[src/rtl/stall_fifo_pkg.sv]
// Shared constants and width helpers for the stall FIFO.
// No logic; sizes derive from DEPTH and the upstream pipeline latency.
// Not applicable (no datapath).
package stall_fifo_pkg;

    // Default geometry matching the delay/alignment pipeline it sits behind.
    localparam int DEFAULT_DEPTH = 8;
    localparam int PIPE_LATENCY  = 4;

    // Pointer width: pointers wrap naturally because DEPTH is a power of two.
    function automatic int ptr_width(input int depth);
        return $clog2(depth);
    endfunction

    // Occupancy needs one extra code so that "full" (count == DEPTH) is representable.
    function automatic int cnt_width(input int depth);
        return $clog2(depth + 1);
    endfunction

    // Almost-full must leave room for every word already in flight upstream
    // once the stall takes effect.
    function automatic int afull_default(input int depth);
        return depth - PIPE_LATENCY;
    endfunction

endpackage

[src/rtl/stall_fifo_mem.sv]
// DEPTH x BITS register file: one synchronous write port, one asynchronous read port.
// Write visible on the read port the cycle after the write edge; read is combinational.
// No backpressure; the caller qualifies i_wr_en. Storage is intentionally not reset.
// Ports: i_clk; i_wr_en/i_wr_addr/i_wr_data write port; i_rd_addr -> o_rd_data read port.
module stall_fifo_mem
    import stall_fifo_pkg::*;
#(
    parameter int DEPTH = DEFAULT_DEPTH,
    parameter int BITS  = 8
) (
    input  logic                        i_clk,
    input  logic                        i_wr_en,
    input  logic [ptr_width(DEPTH)-1:0] i_wr_addr,
    input  logic [BITS-1:0]             i_wr_data,
    input  logic [ptr_width(DEPTH)-1:0] i_rd_addr,
    output logic [BITS-1:0]             o_rd_data
);

    logic [BITS-1:0] mem_q [DEPTH];

    always_ff @(posedge i_clk) begin
        if (i_wr_en) begin
            mem_q[i_wr_addr] <= i_wr_data;
        end
    end

    assign o_rd_data = mem_q[i_rd_addr];

endmodule

[src/rtl/stall_fifo.sv]
// FWFT buffer turning the no-backpressure pipeline output into a valid/ready stream.
// Latency: a write accepted at edge t is visible on o_rd_valid/o_rd_data after edge t.
// Backpressure: o_almost_full stalls upstream early; when full, a write is taken only alongside a read.
// Ports: i_clk, i_rst (async, active-high); i_wr_en/i_wr_data write side;
//        o_rd_valid/i_rd_ready/o_rd_data read side; o_full, o_almost_full, o_count status.
// Optional: define STALL_FIFO_ERR_FLAG_EN to add the sticky o_ovf_err overflow flag.
module stall_fifo
    import stall_fifo_pkg::*;
#(
    parameter int DEPTH    = DEFAULT_DEPTH,
    parameter int BITS     = 8,
    parameter int AFULL_TH = afull_default(DEPTH)
) (
    input  logic                        i_clk,
    input  logic                        i_rst,
    input  logic                        i_wr_en,
    input  logic [BITS-1:0]             i_wr_data,
    output logic                        o_full,
    output logic                        o_almost_full,
    output logic                        o_rd_valid,
    input  logic                        i_rd_ready,
    output logic [BITS-1:0]             o_rd_data,
    output logic [cnt_width(DEPTH)-1:0] o_count
`ifdef STALL_FIFO_ERR_FLAG_EN
    ,
    output logic                        o_ovf_err
`endif
);

    localparam int PTR_W = ptr_width(DEPTH);
    localparam int CNT_W = cnt_width(DEPTH);

    logic [PTR_W-1:0] wr_ptr_q, wr_ptr_d;
    logic [PTR_W-1:0] rd_ptr_q, rd_ptr_d;
    logic [CNT_W-1:0] count_q, count_d;
    logic             full;
    logic             rd_valid;
    logic             rd_fire;
    logic             wr_acc;
    logic [BITS-1:0]  mem_rd_data;

    // Flags come straight from the registered count so they add no latency.
    assign full          = (count_q == CNT_W'(DEPTH));
    assign rd_valid      = (count_q != '0);
    assign o_full        = full;
    assign o_rd_valid    = rd_valid;
    assign o_almost_full = (count_q >= CNT_W'(AFULL_TH));
    assign o_count       = count_q;

    assign rd_fire = rd_valid & i_rd_ready;
    // When full, a write can still go in because the read frees the head slot this edge.
    assign wr_acc  = i_wr_en & (~full | rd_fire);

    always_comb begin
        wr_ptr_d = wr_ptr_q;
        rd_ptr_d = rd_ptr_q;
        count_d  = count_q;
        if (wr_acc) begin
            wr_ptr_d = wr_ptr_q + PTR_W'(1);
        end
        if (rd_fire) begin
            rd_ptr_d = rd_ptr_q + PTR_W'(1);
        end
        case ({wr_acc, rd_fire})
            2'b10:   count_d = count_q + CNT_W'(1);
            2'b01:   count_d = count_q - CNT_W'(1);
            default: count_d = count_q;
        endcase
    end

    always_ff @(posedge i_clk or posedge i_rst) begin
        if (i_rst) begin
            wr_ptr_q <= '0;
            rd_ptr_q <= '0;
            count_q  <= '0;
        end else begin
            wr_ptr_q <= wr_ptr_d;
            rd_ptr_q <= rd_ptr_d;
            count_q  <= count_d;
        end
    end

    stall_fifo_mem #(
        .DEPTH (DEPTH),
        .BITS  (BITS)
    ) u_mem (
        .i_clk     (i_clk),
        .i_wr_en   (wr_acc),
        .i_wr_addr (wr_ptr_q),
        .i_wr_data (i_wr_data),
        .i_rd_addr (rd_ptr_q),
        .o_rd_data (mem_rd_data)
    );

    // Storage is not reset, so mask the head word to zero while empty.
    assign o_rd_data = rd_valid ? mem_rd_data : '0;

`ifdef STALL_FIFO_ERR_FLAG_EN
    logic ovf_err_q, ovf_err_d;
    logic ovf_evt;

    // A dropped write means the upstream stall came too late: sticky until reset.
    assign ovf_evt = i_wr_en & full & ~rd_fire;

    always_comb begin
        ovf_err_d = ovf_err_q | ovf_evt;
    end

    always_ff @(posedge i_clk or posedge i_rst) begin
        if (i_rst) begin
            ovf_err_q <= 1'b0;
        end else begin
            ovf_err_q <= ovf_err_d;
        end
    end

    assign o_ovf_err = ovf_err_q;

`ifndef SYNTHESIS
    ovf_never: assert property (@(posedge i_clk) disable iff (i_rst) !ovf_evt);
`endif
`endif

endmodule

[config.mk]
export PLATFORM = sky130hd
export DESIGN_NAME = stall_fifo
export DESIGN_NICKNAME = d
export VERILOG_FILES = /design/src/rtl/stall_fifo_pkg.sv /design/src/rtl/stall_fifo_mem.sv /design/src/rtl/stall_fifo.sv
export SDC_FILE = /design/constraint.sdc
export NUM_CORES = 1
export LEC_CHECK = 0
export BUFFER_PORTS_ARGS = -buffer_cell sky130_fd_sc_hd__clkbuf_2
export CAP_MARGIN = 20
export CORE_MARGIN = 1
export CORE_UTILIZATION = 45
export DETAILED_ROUTE_END_ITERATION = 6
export GPL_TIMING_DRIVEN = 0
export SYNTH_ARGS = -nofsm -noshare
export SYNTH_HDL_FRONTEND = slang
export SYNTH_HIERARCHICAL = 1
export SYNTH_SLANG_ARGS = --single-unit
[constraint.sdc]
create_clock -name i_clk -period 3.11 [get_ports i_clk]
set_input_delay 0.1555 -clock i_clk [delete_from_list [all_inputs] [get_ports i_clk]]
set_output_delay 0.1555 -clock i_clk [all_outputs]
set_load 0.1 [all_outputs]
==> flow_summary.yaml <==
run_status:
  status: "finished clean"
cts:
  cts_tree: "built"
  cts_buffers: 9
  clk-insertion-delay-late_ps: 330
  cts-root-buf: "clkbuf_8"
  holdBufCountCts: 1
  cts.repair.resized: 0
  clockBufferDepth: 2
  clkSinkCount: 74
  cts_setup_buffers: 0
  clk_pin_slew_ps: 70
  htreeDepth: 3
floorplan:
  ioPinCount: 27
  fp.dieH_um: 86.40
  die_area_um2: 7465
  die_w_um: 86.40
  start_util_pct: 46.92
  core-area_um2: 6832
  row_count: 30
critical_path:
  cpMostUsedCell: "ha_1"
  startpoint: "o_count[0]"
  reg2reg_from: "o_count[0]"
  cp-end-kind: "register"
  worstPathMaxFanout: 9
  r2r_cells: 7
  cp-start-kind: "register"
  slowest_stage: "or4b_2"
  slowest_delay_ps: 630
  critPathKind: "register to register"
  critPathRequiredTime_ps: 3310
  crit_chain: "or4b_4 -> o21ai_4 -> ha_1 -> ha_1 -> or4b_2 -> o311ai_0 -> o211ai_1"
  cp.arrival_ps: 3170
placed_design:
  dpl.hpwl_um: 3757
  numPortBuffers: 26
  gp_congestion: 0.6911
global_routing:
  antenna_found_initial: 0
  grt_start_max_net_pins: 13
  grt_usage_pct: 17.09
  grt_pass1_wl_um: 8832
  globalRouteOverflowTotal: 0
  grt_pass1_vias: 1688
sta:
  hold_viol: 0
  timing.fmax_ghz: 0.3376
  worstMarginPinSlew_ps: 985.7
  slew_headroom_pct: 34.05
  rsz0062_at_grt: "false"
  finClkSkew_ps: 5.555
  fin_setup_tns_ps: 0
  slew_viol_final: 0
  setup_violations: 0
  min_period_over_period_pct: 95.24
  period_needed_ps: 2962
cells_and_area:
  final_cell_mix: "edfxtp_1, clkbuf_2, mux4_1"
  drive_gt1_share_pct: 31.13
  n_antenna_cell: 0
  area_delta_synth_final_pct: 14.40
  nFillCells: 582
  final_common_cell: "edfxtp_1"
  finalNetCount: 225
route:
  drtPass1Iterations: 4
  wl_um: 5675
  num_vias: 1631
  ant_nets: 0
  wl_per_cell_um: 18.43
  dr.first_iter.drc_count: 86
  viasPerCell: 5.295
  drcViolationCount: 0
synthesis:
  synth_compound_area_share_pct: 2.069
  synth_top_family_by_area: "multiplexers"
  ys_ff_latch: 74
  synthXorXnorAreaFrac_pct: 1.639
  synth_edf_count: 64
  synth.distinct_cells: 36
  synthFlopType: "edfxtp_1"
  syn_avg_cell_area_um2: 18.97
  synth_fp_nets: 187
  ys_seq_area_share_pct: 67.76
  async_reset_ff_share_pct: 13.51
  syn-cell-area_um2: 3206
  synth_mux_area_share_pct: 17.41
  synth-simple-area-share_pct: 6.050
  synthesis.instances: 169
  synth_warnings: 6
  synth_fa_ha_area_share_pct: 2.576
hold_path:
  holdPathStages: 1
  hp-start: "i_wr_data[7]"
  hold_path_class: "input port to register"
run:
  maxCapViolations: 0
==> worst max-delay path: cells and delay by family, from the launching register on <==
kind / cells / cell delay, ps
compound gates: 3 / 460
fa+ha+maj: 2 / 690
flops: 1 / 460
simple gates: 2 / 1230
==> state kept, by name, summed over array words and instances, names as in the netlist <==
name,cells
o_count,4
rd_ptr_q,3
u_mem/mem_q,64
wr_ptr_q,3
==> synthesized netlist by cell type (all sizes together) (3+ instances only) <==
library cell	n	share of area, %
ha	5	2.0
edfxtp	64	60
nor2	7	0.82
inv	7	0.82
mux4	16	13
nand2b	3	0.59
dfrtp	10	7.8
buf	6	1.6
nand2	3	0.35
mux2	11	4.1
xnor2	4	1.1
and2	9	1.8
==> routing by layer <==
layer | track usage (%) | vias up | wire (um)
met5 | 0 | - | 0
met4 | 8.182 | 0 | 115
met3 | 3.714 | 12 | 153
met2 | 26.70 | 34 | 2702
met1 | 23.02 | 834 | 2704
li1 | - | 751 | -
==> worst paths after layout <==
path | slack [ps] | to
setup / recovery | 150 | o_count[3]
hold / removal | 90 | u_mem/mem_q[6][7]
setup reg to reg | 150 | o_count[3]
hold reg to reg | 480 | rd_ptr_q[2]
max in group asynchronous | 2460 | o_count[3]
min in group asynchronous | 340 | o_count[2]
==> area by class of cell <==
class                           instances  area [um2]  area share, %
Buffer                                  7       53.80          1.467
Inverter                                7       26.28         0.7165
Clock inverter                          5       55.05          1.501
Multi-Input combinational cell         81       963.4          26.27
Timing Repair Buffer                   27       140.1          3.821
Sequential cell                        74        2177          59.37
Tap cell                               96       120.1          3.275
Clock buffer                           11       131.4          3.582
==> per-stage QoR <==
step           instances  utilization, %  hold slack (ps)  instance area, um2  setup WS, ps
2_1_floorplan        169               -           -4.592                3211         130.2
3_3_place_gp         291           50.66            130.9                3461         256.2
3_5_place_dp         291           50.81            149.9                3471         161.7
4_1_cts              308           53.68            72.46                3667         143.8
5_1_grt              308           53.68            84.49                3667         31.97
6_report             308           53.68            93.34                3667         148.0
==> cell families after synthesis <==
| family | Yosys count |
|---|---|
| AOI/OAI and AO/OA | 8 |
| buffers and inverters | 14 |
| DFF | 74 |
| and+or+nand+nor | 33 |
| adders and majority gates | 6 |
| muxes | 28 |
| xor gates and xnor gates | 6 |
Power is left out: the tool's default activity adds up to more than one toggle a clock period on the data nets, which glitch-free logic cannot reach.
